--- src/rtl/stdp_sweep_ctrl.sv ---
// Timestep sequencer for the sequential STDP engine: accepts spike vectors,
// sweeps all F*N pairs under the memory grant, then drains one write-back cycle.
module stdp_sweep_ctrl #(
  parameter  int F  = 48,
  parameter  int N  = 96,
  localparam int CW = $clog2(F*N)
) (
  input  logic          clk,
  input  logic          rst_n,
  input  logic          ts_valid,
  output logic          ts_ready,
  input  logic [F-1:0]  ts_pre,
  input  logic [N-1:0]  ts_post,
  input  logic          learn_en,
  input  logic          mem_gnt,
  output logic          eng_enable,
  output logic [F-1:0]  eng_pre_bits,
  output logic [N-1:0]  eng_post_bits,
  output logic          mem_req,
  output logic          busy,
  output logic          sweep_done,
  output logic [CW-1:0] pair_cnt,
  output logic [15:0]   ts_count,
  output logic [15:0]   skip_count
);

  typedef enum logic [1:0] {
    IDLE,
    SWEEP,
    DRAIN
  } state_t;

  localparam logic [CW-1:0] LAST = CW'(F*N-1);

  state_t state;

  assign ts_ready   = (state == IDLE);
  assign busy       = (state != IDLE);
  assign mem_req    = (state != IDLE);
  assign sweep_done = (state == DRAIN);
  // Enable follows the grant in the same cycle so stalls cost no pair.
  assign eng_enable = (state == SWEEP) & mem_gnt;

  always_ff @(posedge clk or negedge rst_n) begin
    if (!rst_n) begin
      state         <= IDLE;
      eng_pre_bits  <= '0;
      eng_post_bits <= '0;
      pair_cnt      <= '0;
      ts_count      <= '0;
      skip_count    <= '0;
    end else begin
      unique case (state)
        IDLE: begin
          if (ts_valid) begin
            if (learn_en) begin
              eng_pre_bits  <= ts_pre;
              eng_post_bits <= ts_post;
              pair_cnt      <= '0;
              state         <= SWEEP;
            end else begin
              skip_count <= skip_count + 16'd1;
            end
          end
        end
        SWEEP: begin
          if (mem_gnt) begin
            if (pair_cnt == LAST) begin
              pair_cnt <= '0;
              state    <= DRAIN;
            end else begin
              pair_cnt <= pair_cnt + CW'(1);
            end
          end
        end
        DRAIN: begin
          ts_count <= ts_count + 16'd1;
          state    <= IDLE;
        end
        default: state <= IDLE;
      endcase
    end
  end

endmodule
--- config.mk ---
export PLATFORM = sky130hd
export DESIGN_NAME = stdp_sweep_ctrl
export DESIGN_NICKNAME = d
export VERILOG_FILES = /design/src/rtl/stdp_sweep_ctrl.sv
export SDC_FILE = /design/constraint.sdc
export NUM_CORES = 1
export LEC_CHECK = 0
export ABC_CLOCK_PERIOD_IN_PS = 1800
export CAP_MARGIN = 20
export CORE_ASPECT_RATIO = 0.8
export CORE_UTILIZATION = 39
export CTS_BUF_LIST = sky130_fd_sc_hd__clkbuf_2
export DETAILED_ROUTE_END_ITERATION = 8
export PLACE_DENSITY = 0.86
export SLEW_MARGIN = 10
export SYNTH_ARGS = -nofsm -noshare
export SYNTH_HDL_FRONTEND = slang
export SYNTH_SLANG_ARGS = --single-unit
--- constraint.sdc ---
create_clock -name clk -period 1.8 [get_ports clk]
set_input_delay 0.27 -clock clk [delete_from_list [all_inputs] [get_ports clk]]
set_output_delay 0.27 -clock clk [all_outputs]
set_load 0.01 [all_outputs]
==> results of run 1 <==
## metal layers
| layer | part of all wire (%) | up-vias | track usage (%) | wire length [µm] |
|---|---|---|---|---|
| met1 | 36 | 4102 | 30.7 | 10800 |
| met5 | 0 | - | 0 | 0 |
| li1 | - | 3812 | - | - |
| met4 | 5.0 | 0 | 14.6 | 1500 |
| met3 | 7.9 | 113 | 8.51 | 2370 |
| met2 | 51 | 434 | 51.7 | 15500 |
## cell type report
| type | count | area, µm² | share of cell area (%) |
|---|---|---|---|
| multi-input combinational | 580 | 2790 | 20.5 |
| tap | 258 | 323 | 2.38 |
| timing repair buffer | 650 | 5450 | 40.1 |
| inverter | 6 | 23.8 | 0.175 |
| clock inverter | 14 | 125 | 0.921 |
| sequential | 191 | 4790 | 35.2 |
| clock buffer | 18 | 90.1 | 0.663 |
| antenna | 2 | 5.00 | 0.0368 |
## power by group
part	total, mW	leakage, nW	switching, mW	internal [mW]
registers	6.74	2.46	0.927	5.81
clock network	2.05	0.130	1.62	0.424
logic	6.67	4.54	3.43	3.24
total	15.5	7.13	5.98	9.47
## registers in the layout, indices dropped and copies added (netlist names)
name / count
eng_post_bits: 96
eng_pre_bits: 48
skip_count: 16
ts_count: 16
pair_cnt: 13
state: 2
## synth_stat cells (2+ instances only)
master,n,area share [%]
nand2_1,454,22
dfrtp_1,191,63
clkbuf_1,29,1.4
xnor2_1,25,2.9
nand3_1,15,0.99
nand4_1,10,0.83
nor2_1,10,0.50
xor2_1,10,1.2
a21oi_1,7,0.46
nor3_1,7,0.46
buf_1,6,0.30
inv_1,5,0.25
o21ai_0,4,0.26
a211oi_1,3,0.30
and3_1,3,0.25
and4_1,3,0.35
ha_1,3,0.50
nand3b_1,3,0.30
nor4_1,2,0.17
nor4_4,2,0.56
## through the flow
step	setup TNS, ns	instances	util (%)
after CTS	-1.67	1657	72.4
after global placement	-3.34	1413	61.0
after floorplan	0	814	-
after global routing	-5.05	1719	71.6
after detailed placement	-4.37	1413	61.0
final	-2.83	1719	71.6
## worst max-delay path, cell delays in order, from the launching register on
cell and delay, ns:
dfrtp_1 0.46, buf_4 0.14, buf_4 0.13, or4b_4 0.56, buf_6 0.16, nor4_4 0.23
nand4_1 0.19, xnor2_1 0.15
## worst max path at each step
stage / start / to / cells past startpoint
after global routing: state[1] / ts_ready / 4
after detailed placement: ts_valid / skip_count[14] / 6
after floorplan: state[1] / skip_count[14] / 5
after global placement: ts_valid / skip_count[14] / 6
final: state[0] / skip_count[15] / 7
after CTS: state[0] / busy / 3
## timing repair
action	4_1_cts	5_1_grt
endpoints found under the hold margin	328	4
pin swaps	7	23
setup endpoints to repair	203	218
setup buffers	73	61
resized for setup	408	234
hold buffers	139	4
## cell families (layout without fill, tap and decap cells)
group,count (synthesis),count (layout),synth area share [%]
buffers and inverters,43,688,2.28
muxes,2,2,0.281
DFF,191,191,63.1
other,0,2,0
adders and majority gates,3,3,0.495
AOI/OAI and AO/OA,20,20,1.68
and+or+nand+nor,520,520,28.1
xor gates and xnor gates,35,35,4.04
==> results by group, run 1 <==
Min path
  • Hold Path End: eng_post_bits[51]
  • Hold_sp: ts_post[51]
  • Worst Hold Class: primary input to register
  • Hold path cells: 3

Route
  • Drt pass-1 iters: 5
  • Via count: ~8500
  • Routed WL per cell: about 18 µm
  • Drt total wl: 30200 µm
  • Residual DRC: 0
  • First DRT Iteration DRCs: between 500 and 600
  • Final ANT Viol Nets: 0
  • Vias per cell: slightly below 5

Outcome
  • Status: finished, violations left
  • Failing checks: setup timing

Layout
  • Synthesis-to-layout area growth: 79.3%
  • Most frequent cells in the layout: nand2_1 (452), dfrtp_1 (186), clkbuf_2 (158)
  • Filler Cells Inserted: around 1300
  • Share of layout cells above drive strength 1: ~27%
  • # nets final: ~1600
  • Design area: between 10000 and 15000 µm²
  • Commonest non-fill, non-tap cell in the layout: nand2_1

Die
  • Die Wd: about 160 µm
  • Initial Util: 39.9%
  • CORE AREA: 19000 µm²
  • IO Count: ~340
  • Die Area: 20000 µm²
  • Die height: 127 µm
  • Row cnt: between 40 and 50

Timing
  • Relative slew slack: between 60% and 70%
  • Worst Hold Slack: 0.104 ns
  • Slew at the pin with the worst max-slew slack: approximately 0.5 ns
  • Post-Route Skew: around 0.042 ns
  • Max Clk Rate: 484 MHz
  • Minimum clock period: around 2.1 ns
  • RSZ-0062 raised after global routing: true
  • Slew Limit Fails: 0
  • Worst setup margin: -0.267 ns
  • Crit share post-route: 115%
  • Final Hold Viols: 0
  • Final setup fails: 19

Synth
  • Synth Instances: between 800 and 900
  • Syn nets: about 970
  • Post-synth EDFFs: 0
  • FFs w/ async S/R, synth: 100%
  • Yosys reg bits: roughly 190
  • Library cells used by synthesis: between 40 and 50
  • Synthesis Warnings: 0
  • Cell Area, Synth: ~7600 µm²
  • Seq/Total Area, Yosys: 63.1%
  • Avg Inst Size Synth: 9.31 µm²
  • Main synth FF type: dfrtp_1

Place
  • Placer Congestion: ~0.83
  • Place WS: -0.336 ns
  • Post-DP Area: between 10000 and 15000 µm²
  • Port Buffers: 342
  • HPWL after DPL: approximately 16000 µm

Critical path
  • Crit path max fanout: 4
  • Critical Path AT: ~2.7 ns
  • R2R Setup Slk: -0.27 ns
  • RR Startpoint: state[0]
  • Crit end category: register
  • Required @ worst endpoint: approximately 2.5 ns
  • Cells on worst reg2reg path: 7
  • Crit Path Category: register to register
  • Reg-to-reg endpoint: skip_count[15]
  • Setup crit start kind: register

Clock tree
  • Clock Pin Slew Worst Setup and Hold Paths: approximately 0.31 ns
  • Root buf cell: clkbuf_2
  • Clock Sinks: 191
  • CTS H-Tree Depth: 4
  • CTS tree: built
  • Worst-Skew Late Latency: around 0.73 ns
  • TritonCTS Buffers: 17
  • Max Root-Sink Buffers: 2

Power and ir drop
  • Leakage: between 7 and 8 nW
  • PwrDens: about 1100 nW/µm²
  • Peak supply drop: a little over 700 µV
  • Design Power: 15.5 mW

Global routing
  • Vias in the first global route: between 8000 and 9000
  • Initial antenna violation count: 2
  • GRT overflow: 0
  • First-pass GRT wire length: 44300 µm
  • GRT Overall Usage: just under 30%
  • Largest net degree at the start of global routing: 76

Run
  • Number of max-cap violations: 0
(Power assumes the default switching activity.)
==> run 2, diff against run 1 <==
--- a/config.mk
+++ b/config.mk
@@ -11,7 +11,9 @@
 export CORE_UTILIZATION = 39
 export CTS_BUF_LIST = sky130_fd_sc_hd__clkbuf_2
 export DETAILED_ROUTE_END_ITERATION = 8
+export GPL_ROUTABILITY_DRIVEN = 0
 export PLACE_DENSITY = 0.86
+export RECOVER_POWER = 100
 export SLEW_MARGIN = 10
 export SYNTH_ARGS = -nofsm -noshare
 export SYNTH_HDL_FRONTEND = slang
==> run 2 against run 1 <==
Effect of this change:
- the run still ends with setup timing left
- clock power barely moved
- critical endpoint unchanged
- critical path type unchanged
- register-to-register slack barely moved
- final area is 0.10% lower
==> results by group, run 2 (synthesized netlist as in run 1, its figures left out) <==
Global routing
  • First-pass GRT wire length: around 44000 µm
  • GRT overflow: 0
  • Initial antenna violation count: 2
  • Vias in the first global route: approximately 8800
  • GRT Overall Usage: between 20 and 30%
  • Largest net degree at the start of global routing: 76

Die
  • Row cnt: 45
  • Die Wd: 158 µm
  • Initial Util: between 30% and 40%
  • Die Area: about 20000 µm²
  • Die height: between 100 and 150 µm
  • CORE AREA: 19000 µm²
  • IO Count: between 300 and 400

Clock tree
  • Clock Sinks: 191
  • Max Root-Sink Buffers: 2
  • Clock Pin Slew Worst Setup and Hold Paths: about 0.32 ns
  • TritonCTS Buffers: 17
  • Root buf cell: clkbuf_2
  • CTS H-Tree Depth: 4
  • Worst-Skew Late Latency: ~0.74 ns
  • CTS tree: built

Layout
  • Biggest register: eng_post_bits
  • Multi-input gate area: between 2000 and 3000 µm²
  • Share of layout cells above drive strength 1: a little over a quarter
  • Most frequent cells in the layout: nand2_1 (452), dfrtp_1 (186), clkbuf_2 (158)
  • Largest register FFs: between 90 and 100
  • Top Registers: eng_post_bits x96, eng_pre_bits x48
  • Synthesis-to-layout area growth: 79.2%
  • Filler Cells Inserted: 1270
  • Commonest non-fill, non-tap cell in the layout: nand2_1
  • FF/Latch Area: between 4000 and 5000 µm²
  • # nets final: 1598

Critical path
  • Critical Path Source: state[0]
  • Critical Path AT: about 2.7 ns
  • CP max stage cell: or4b_4
  • Crit path to: skip_count[15]
  • Crit end category: register
  • Cell mode on critical path: buf_4
  • Worst path cell trace: buf_4 -> buf_4 -> or4b_4 -> buf_6 -> nor4_4 -> nand4_1 -> xnor2_1
  • R2R Setup Slk: -0.27 ns
  • Crit path max fanout: 4
  • RR Startpoint: state[0]
  • Required @ worst endpoint: around 2.5 ns
  • CP max stage delay: 0.56 ns
  • Setup crit start kind: register
  • Reg-to-reg endpoint: skip_count[15]
  • Cells on worst reg2reg path: 7
  • Crit Path Category: register to register

Timing
  • Post-Route Skew: a little under 0.05 ns
  • RSZ-0062 raised after global routing: true
  • Final Hold Viols: 0
  • Worst setup margin: -0.265 ns
  • Slew at the pin with the worst max-slew slack: approximately 1.2 ns
  • Final setup fails: 19
  • Final TNS setup: -2.83 ns
  • Relative slew slack: between 15 and 20%
  • Crit share post-route: 115%
  • Minimum clock period: roughly 2.1 ns
  • Slew Limit Fails: 0
  • Max Clk Rate: 484 MHz

Outcome
  • Status: finished, violations left
  • Failing checks: setup timing

Route
  • Drt total wl: approximately 30000 µm
  • Drt pass-1 iters: 5
  • Final ANT Viol Nets: 0
  • Vias per cell: 4.96
  • Routed WL per cell: roughly 18 µm
  • First DRT Iteration DRCs: around 490
  • Residual DRC: 0
  • Via count: roughly 8500

Place
  • Port Buffers: 342
  • HPWL after DPL: 16100 µm

Power and ir drop
  • Leakage: between 7 and 8 nW
  • PwrDens: around 1100 nW/µm²
  • Peak supply drop: ~710 µV
  • Design Power: about 15 mW

Min path
  • Worst Hold Class: primary input to register

Run
  • Number of max-cap violations: 0
## run 2: cell types whose count changed in the layout (fill, tap and decap cells not counted)
cell / delta
buf_2: +1
buf_8: +1
clkbuf_8: -1
buf_4: -1
clkbuf_4: +1
buf_12: -1
## run 2: layout make-up
class | instances | share of cell area [%]
Antenna cell | 2 | 0.0369
Clock buffer | 18 | 0.663
Clock inverter | 14 | 0.921
Inverter | 6 | 0.175
Multi-Input combinational cell | 580 | 20.6
Sequential cell | 191 | 35.2
Tap cell | 258 | 2.38
Timing Repair Buffer | 650 | 40.0
## run 2: how the worst min path moves through the flow
stage	from	to	slack (ns)	cells past startpoint
final	ts_post[51]	eng_post_bits[51]	0.10	3
after global routing	ts_post[51]	eng_post_bits[51]	0.004	3
after CTS	ts_pre[4]	eng_pre_bits[4]	0.0003	3
after detailed placement	rst_n	skip_count[7]	0.26	1
after global placement	rst_n	skip_count[5]	0.26	1
after floorplan	rst_n	eng_post_bits[0]	-0.03	0
## run 2: what timing repair did
action | 4_1_cts | 5_1_grt
gates resized for setup | 408 | 234
setup endpoints to repair | 203 | 218
pin swaps | 7 | 23
cloned | 0 | 0
hold endpoints to repair | 328 | 4
buffers inserted | 73 | 61
hold buffers | 139 | 4
## run 2: metrics by stage
step	cell area [µm²]	std cells	utilization, %	hold slack [ns]	worst slack (ns)
2_1_floorplan	7580	814	-	-0.0256	0.0118
3_5_place_dp	11600	1413	61.0	0.258	-0.336
4_1_cts	13700	1657	72.4	0.000282	-0.281
3_3_place_gp	11600	1413	61.0	0.263	-0.289
5_1_grt	13600	1719	71.6	0.00439	-0.356
6_report	13600	1719	71.6	0.103	-0.265
## run 2: worst max-delay path: cells and delay by family (launching register included)
kind          cells  cell delay (ns)
simple gates      3             0.98
buf+inv           3             0.43
xor+xnor          1             0.15
flops             1             0.46
## run 2: report_power, final
group	total [mW]	internal, mW	leakage [nW]	switching (mW)
combinational	6.67	3.23	4.54	3.43
clock	2.05	0.424	0.130	1.63
sequential	6.74	5.81	2.46	0.929
## run 2: routing by layer
layer	global-route usage [%]	vias to the layer above	wire, µm
met4	14.6	0	1510
met2	51.7	447	15500
met5	0	-	0
li1	-	3815	-
met3	8.51	113	2410
met1	30.7	4158	10800
